`src/rtl/run_sequencer_pkg.sv`:
```
`default_nettype none
// ============================================================================
//  Module  : run_sequencer_pkg
//  Purpose : Shared definitions for the run sequencer: FSM state encoding,
//            the width of the completed-run counter and a small elaboration
//            helper used to size the local phase counter.
//  Revision: 1.0 - initial release
// ============================================================================
package run_sequencer_pkg;

  // Sequencer states. The explicit encoding keeps state values stable
  // across tools.
  typedef enum logic [2:0] {
    IDLE = 3'd0,
    RST  = 3'd1,
    REQ  = 3'd2,
    RUN  = 3'd3,
    ABRT = 3'd4,
    FIN  = 3'd5
  } seq_state_e;

  // Width of the completed-run counter (wraps 255 -> 0).
  localparam int unsigned RUNS_W = 8;

  // Larger of two unsigned values, evaluated at elaboration time.
  function automatic int unsigned max_u(input int unsigned a,
                                        input int unsigned b);
    return (a > b) ? a : b;
  endfunction

endpackage : run_sequencer_pkg
`default_nettype wire

```
`src/rtl/run_sequencer_sat_counter.sv`:
```
`default_nettype none
// ============================================================================
//  Module  : sat_counter
//  Purpose : W-bit up-counter with synchronous clear that sticks at its
//            all-ones value instead of wrapping.
//  Ports   : clk    in  1  clock, state on rising edge
//            init   in  1  synchronous active-high reset (count -> 0)
//            clr    in  1  synchronous clear (count -> 0), beats en
//            en     in  1  count enable
//            q      out W  current count
//            at_max out 1  count is at 2^W-1
//  Revision: 1.0 - initial release
// ============================================================================
module sat_counter
  import run_sequencer_pkg::*;
#(
  parameter int unsigned W = 16
) (
  input  logic         clk,
  input  logic         init,
  input  logic         clr,
  input  logic         en,
  output logic [W-1:0] q,
  output logic         at_max
);

  logic [W-1:0] cnt_q;
  logic [W-1:0] cnt_d;

  assign at_max = &cnt_q;
  assign q      = cnt_q;

  always_comb begin
    cnt_d = cnt_q;
    if (clr) begin
      cnt_d = '0;
    end else if (en && !at_max) begin
      cnt_d = cnt_q + W'(1);
    end
  end

  always_ff @(posedge clk) begin
    if (init) begin
      cnt_q <= '0;
    end else begin
      cnt_q <= cnt_d;
    end
  end

endmodule : sat_counter
`default_nettype wire

```
`src/rtl/run_sequencer.sv`:
```
`default_nettype none
// ============================================================================
//  Module  : run_sequencer
//  Purpose : Host-side run controller in front of the processor core. On each
//            accepted run it holds the core in init, pulses req, waits for
//            ack, measures the latency, aborts hung runs on timeout and
//            reports a per-run result.
//  Ports   : clk          in  1   clock, state on rising edge
//            init         in  1   synchronous active-high reset
//            run_valid    in  1   host requests a run
//            run_ready    out 1   high only in IDLE
//            busy         out 1   high in every state except IDLE
//            done         out 1   one-cycle pulse when a run finishes
//            timed_out    out 1   last run was aborted (held until accept)
//            cycle_count  out CW  cycles from req to ack (held until accept)
//            runs_done    out 8   runs completed by ack, wrapping
//            core_init    out 1   core init
//            core_req     out 1   core start request
//            core_ack     in  1   core done flag
//  Revision: 1.0 - initial release
// ============================================================================
module run_sequencer
  import run_sequencer_pkg::*;
#(
  parameter int unsigned RESET_CYCLES = 2,
  parameter int unsigned REQ_CYCLES   = 1,
  parameter int unsigned CW           = 16,
  parameter int unsigned TIMEOUT      = 4000
) (
  input  logic              clk,
  input  logic              init,
  input  logic              run_valid,
  output logic              run_ready,
  output logic              busy,
  output logic              done,
  output logic              timed_out,
  output logic [CW-1:0]     cycle_count,
  output logic [RUNS_W-1:0] runs_done,
  output logic              core_init,
  output logic              core_req,
  input  logic              core_ack
);

  // Phase counter covers the longer of the init and req hold windows.
  localparam int unsigned    PW          = $clog2(max_u(RESET_CYCLES, REQ_CYCLES)) + 1;
  localparam logic [PW-1:0]  c_rst_last  = PW'(RESET_CYCLES - 1);
  localparam logic [PW-1:0]  c_req_last  = PW'(REQ_CYCLES - 1);
  localparam logic [CW-1:0]  c_timeout   = CW'(TIMEOUT);

  seq_state_e        state_q, state_d;
  logic [PW-1:0]     phase_q, phase_d;
  logic              core_init_q, core_init_d;
  logic              core_req_q, core_req_d;
  logic              done_q, done_d;
  logic              timed_out_q, timed_out_d;
  logic [RUNS_W-1:0] runs_done_q, runs_done_d;

  logic              w_accept;
  logic              w_in_wait;
  logic              w_ack_hit;
  logic              w_timeout_hit;
  logic              w_cnt_clr;
  logic              w_cnt_en;
  logic              w_cnt_at_max;
  logic [CW-1:0]     w_count;

  assign run_ready = (state_q == IDLE);
  assign busy      = (state_q != IDLE);
  assign w_accept  = run_valid && run_ready;

  // core_ack only matters while the core is actually running a request;
  // a stale ack held over from a previous run is ignored elsewhere.
  assign w_in_wait     = (state_q == REQ) || (state_q == RUN);
  assign w_ack_hit     = w_in_wait && core_ack;
  // Ack has priority: timeout only fires when ack is low on the same edge.
  assign w_timeout_hit = w_in_wait && !core_ack && (w_count == c_timeout);

  // Count is zeroed on accept and again on entry to REQ; it freezes on the
  // edge that samples ack or detects the timeout.
  assign w_cnt_clr = w_accept || ((state_q == RST) && (phase_q == c_rst_last));
  assign w_cnt_en  = w_in_wait && !core_ack && !w_timeout_hit && !w_cnt_at_max;

  sat_counter #(
    .W (CW)
  ) u_cycle_cnt (
    .clk    (clk),
    .init   (init),
    .clr    (w_cnt_clr),
    .en     (w_cnt_en),
    .q      (w_count),
    .at_max (w_cnt_at_max)
  );

  always_comb begin
    state_d     = state_q;
    phase_d     = phase_q;
    core_init_d = 1'b0;
    core_req_d  = 1'b0;
    done_d      = 1'b0;
    timed_out_d = timed_out_q;
    runs_done_d = runs_done_q;

    case (state_q)
      IDLE: begin
        if (w_accept) begin
          state_d     = RST;
          phase_d     = '0;
          core_init_d = 1'b1;
          timed_out_d = 1'b0;
        end
      end

      RST: begin
        if (phase_q == c_rst_last) begin
          state_d    = REQ;
          phase_d    = '0;
          core_req_d = 1'b1;
        end else begin
          phase_d     = phase_q + PW'(1);
          core_init_d = 1'b1;
        end
      end

      REQ, RUN: begin
        if (w_ack_hit) begin
          state_d     = FIN;
          done_d      = 1'b1;
          runs_done_d = runs_done_q + RUNS_W'(1);
        end else if (w_timeout_hit) begin
          state_d     = ABRT;
          core_init_d = 1'b1;
          timed_out_d = 1'b1;
        end else if (state_q == REQ) begin
          if (phase_q == c_req_last) begin
            state_d = RUN;
          end else begin
            phase_d    = phase_q + PW'(1);
            core_req_d = 1'b1;
          end
        end
      end

      ABRT: begin
        state_d = FIN;
        done_d  = 1'b1;
      end

      FIN: begin
        state_d = IDLE;
      end

      default: begin
        state_d = IDLE;
      end
    endcase
  end

  always_ff @(posedge clk) begin
    if (init) begin
      state_q     <= IDLE;
      phase_q     <= '0;
      core_init_q <= 1'b0;
      core_req_q  <= 1'b0;
      done_q      <= 1'b0;
      timed_out_q <= 1'b0;
      runs_done_q <= '0;
    end else begin
      state_q     <= state_d;
      phase_q     <= phase_d;
      core_init_q <= core_init_d;
      core_req_q  <= core_req_d;
      done_q      <= done_d;
      timed_out_q <= timed_out_d;
      runs_done_q <= runs_done_d;
    end
  end

  // The core is held in init for as long as this block itself is in reset,
  // so it starts from a clean state together with the sequencer.
  assign core_init   = init | core_init_q;
  assign core_req    = core_req_q;
  assign done        = done_q;
  assign timed_out   = timed_out_q;
  assign cycle_count = w_count;
  assign runs_done   = runs_done_q;

endmodule : run_sequencer
`default_nettype wire

```
`config.mk`:
```
export PLATFORM = sky130hd
export DESIGN_NAME = run_sequencer
export DESIGN_NICKNAME = d
export VERILOG_FILES = /design/src/rtl/run_sequencer_pkg.sv /design/src/rtl/run_sequencer_sat_counter.sv /design/src/rtl/run_sequencer.sv
export SDC_FILE = /design/constraint.sdc
export NUM_CORES = 1
export LEC_CHECK = 0
export BUFFER_PORTS_ARGS = -buffer_cell sky130_fd_sc_hd__buf_2
export CAP_MARGIN = 40
export CORE_UTILIZATION = 30
export CTS_BUF_LIST = sky130_fd_sc_hd__clkbuf_8 sky130_fd_sc_hd__clkbuf_16
export DETAILED_ROUTE_END_ITERATION = 6
export GPL_TIMING_DRIVEN = 0
export PLACE_DENSITY = 0.52
export SLEW_MARGIN = 20
export SYNTH_ARGS = -nofsm -noshare
export SYNTH_HDL_FRONTEND = slang
export SYNTH_SLANG_ARGS = --single-unit
```
`constraint.sdc`:
```
create_clock -name clk -period 3.5 [get_ports clk]
set_input_delay 0.7 -clock clk [delete_from_list [all_inputs] [get_ports clk]]
set_output_delay 0.7 -clock clk [all_outputs]
set_load 0.01 [all_outputs]
```
==> flow_metrics.env <==
export IMPL_vdd_ir_drop_max_mv=0.123
export IMPL_period_minus_slack_ns=2.38
export IMPL_async_flop_share_pct=0
export IMPL_synth_avg_cell_area_um2=8.36
export IMPL_synth_edf_count=0
export IMPL_critPathArrivalTime_ns=2.54
export IMPL_ys_seq_elements=33
export IMPL_yosysUniqueCellTypes=44
export IMPL_cts_root_buf="clkbuf_8"
export IMPL_grt_max_degree=11
export IMPL_slew_headroom_pct=67.2
export IMPL_synth_common_cells="dfxtp_1 (33), a21oi_1 (16), nand2_1 (15), nor2_1 (15), nand4_1 (11)"
export IMPL_coreArea_mm2=0.00551
export IMPL_post_route_drc_count=0
export IMPL_gr_total_overflow=0
export IMPL_max_freq_ghz=0.420
export IMPL_postLayoutCoreUtil_pct=37.4
export IMPL_h_tree_depth=2
export IMPL_gp_congestion=0.764
export IMPL_power_density_mw_per_mm2=387
export IMPL_ctsHoldBuffers=0
export IMPL_synth_top_area_share_pct=38.7
export IMPL_p_leak_nw=0.779
export IMPL_synthMostInstantiatedCell="dfxtp_1"
export IMPL_die_h_um=77.4
export IMPL_drt_total_wl_um=4180
export IMPL_start_util_pct=31.0
export IMPL_hold_slack_ns=0.481
export IMPL_grt_setup_unrepaired="false"
export IMPL_cts_resized=0
export IMPL_cts_path_max_buffers=2
export IMPL_crit_required_ns=3.66
export IMPL_endpoint_kind="flip-flop"
export IMPL_hp_class="flip-flop to flip-flop"
export IMPL_final_max_slew_viol_count=0
export IMPL_post_cts_buffers=0
export IMPL_cts_tree="done"
export IMPL_fp_dieArea_mm2=0.00599
export IMPL_drive_gt1_share_pct=19.6
export IMPL_startpoint_type="flip-flop"
export IMPL_yosysSeqAreaShare_pct=38.7
export IMPL_area_growth_pct=20.9
export IMPL_rows=27
export IMPL_die_width_um=77.4
export IMPL_fin_nets=254
export IMPL_final_setup_skew_ns=0.00520
export IMPL_hold_violations=0
export IMPL_grt_pass1_wl_um=7200
export IMPL_synth_ff_type="dfxtp_1"
export IMPL_dr_pass1_iters=4
export IMPL_placed_cell_area_mm2=0.00196
export IMPL_worst_pin_slew_ns=0.492
export IMPL_first_global_vias=1534
export IMPL_worst_setup_path_type="flip-flop to flip-flop"
export IMPL_cts_clk_slew_worst_paths_ns=0.07
export IMPL_hpwlAfterDp_um=2970
export IMPL_finalSetupViolations=0
export IMPL_grt_antenna_before_repair=0
export IMPL_numCtsBuffers=5
export IMPL_vias=1623
export IMPL_syn_nets=214
export IMPL_netlist_area_mm2=0.00171
export IMPL_postRouteAntennaNets=0
export IMPL_critPathMaxFanout=10
export IMPL_fin_crit_sh_pct=68.0
export IMPL_io_buffers=33
export IMPL_avgRoutedWirePerCell_um=13.2
export IMPL_routed_via_density=5.12
export IMPL_track_usage_pct=15.0
export IMPL_drtIter0Drc=82
export IMPL_min_path_cells=2
export IMPL_clkLatencyLatePin_ns=0.28
export IMPL_ff2ff_path_depth=8
export IMPL_status="complete, no violations"
export IMPL_synth_cells=204
export IMPL_synth_area_top_cells="dfxtp_1 (39%), a21oi_1 (4.7%), xor2_1 (4.6%), ha_1 (4.4%), or4_1 (4.4%)"
export IMPL_synth_top_area_cell="dfxtp_1"
export IMPL_yosys_warnings=0
export IMPL_n_antenna_cell=0
export IMPL_fin_tns_setup_ns=0
export IMPL_postLayoutCellArea_mm2=0.00206
export IMPL_cts_sinks=33
export IMPL_maxCapViolations=0
export IMPL_io_pins=34
[power by group]
group          internal (mW)  total [mW]  switching [mW]
Combinational         0.0372      0.0953          0.0581
Clock                  0.178       0.317           0.139
Sequential             0.383       0.387         0.00392
Total                  0.598       0.799           0.201
[layout make-up]
class / instances / area [um2]
well taps: 72 / 90.1
fillers: 571 / 3440
plain buffers: 10 / 57.6
clock inverters: 1 / 5.00
inverters: 9 / 33.8
multi-input cells: 152 / 953
clock buffers: 7 / 96.3
flip-flops and latches: 33 / 661
repair buffers: 33 / 165
[layout by cell type, fill, tap and decap left out, types with 2 or more instances in the layout]
cell / n
ha_1: 6
clkbuf_1: 7
nand3_1: 10
o21ai_1: 5
a21oi_1: 16
nor2b_1: 4
nor2_1: 15
inv_1: 9
a22oi_1: 3
nand2_1: 15
or3_1: 7
nand4_1: 11
xnor2_1: 2
o31ai_1: 3
o31a_1: 2
nand2b_1: 2
dfxtp_1: 33
nand3b_1: 2
buf_2: 34
nor3_1: 8
or4_1: 10
xor2_1: 9
o21ai_0: 3
clkbuf_8: 7
[metal layers]
layer / GRT usage (%) / up-vias / routed length [um] / share of wire [%]
met5: 0 / - / 0 / 0
met4: 5.47 / 0 / 15 / 0.36
met3: 3.06 / 2 / 167 / 4.0
met2: 24.2 / 31 / 1950 / 47
met1: 19.7 / 766 / 2040 / 49
li1: - / 824 / - / -
[critical path, cell delays in order, from the launching register on]
cell     delay (ns)
dfxtp_1        0.43
ha_1           0.21
nand3_1        0.29
or4_1          0.70
nand3_2        0.17
buf_6          0.16
buf_8          0.14
xnor2_1        0.12
nor2_1         0.05
[state kept, by name, indices dropped and copies added (netlist names)]
signal / count
core_init_q: 1
runs_done: 8
core_req: 1
phase_q: 2
u_cycle_cnt.q: 16
done: 1
state_q: 3
timed_out: 1
[stage by stage]
stage / power, mW / instances / setup slack [ns]
final: 0.799 / 317 / 1.12
after detailed placement: 0.491 / 309 / 1.12
after global routing: 0.843 / 317 / 0.917
after floorplan: 0.463 / 204 / 1.41
after CTS: 0.815 / 317 / 1.10
after global placement: 0.492 / 309 / 1.11
[cells by family (layout without fill, tap and decap cells)]
group	Yosys count	in the layout	share of synthesized area (%)
AO/OA/AOI/OAI	41	41	14.9
XOR/XNOR	11	11	5.65
adder cells (fa/ha/maj)	6	6	4.40
buffers and inverters	19	60	5.36
flip-flops	33	33	38.7
multiplexers	2	2	1.25
AND/OR/NAND/NOR	92	92	29.7
[path summary, 6_finish.rpt]
path                    start  slack (ns)               end
max          u_cycle_cnt.q[1]        1.12  u_cycle_cnt.q[0]
max reg2reg  u_cycle_cnt.q[1]        1.12  u_cycle_cnt.q[0]
min                phase_q[1]        0.48        phase_q[1]
min reg2reg        phase_q[1]        0.48        phase_q[1]
Note: power is estimated with default switching activity, not from simulation.
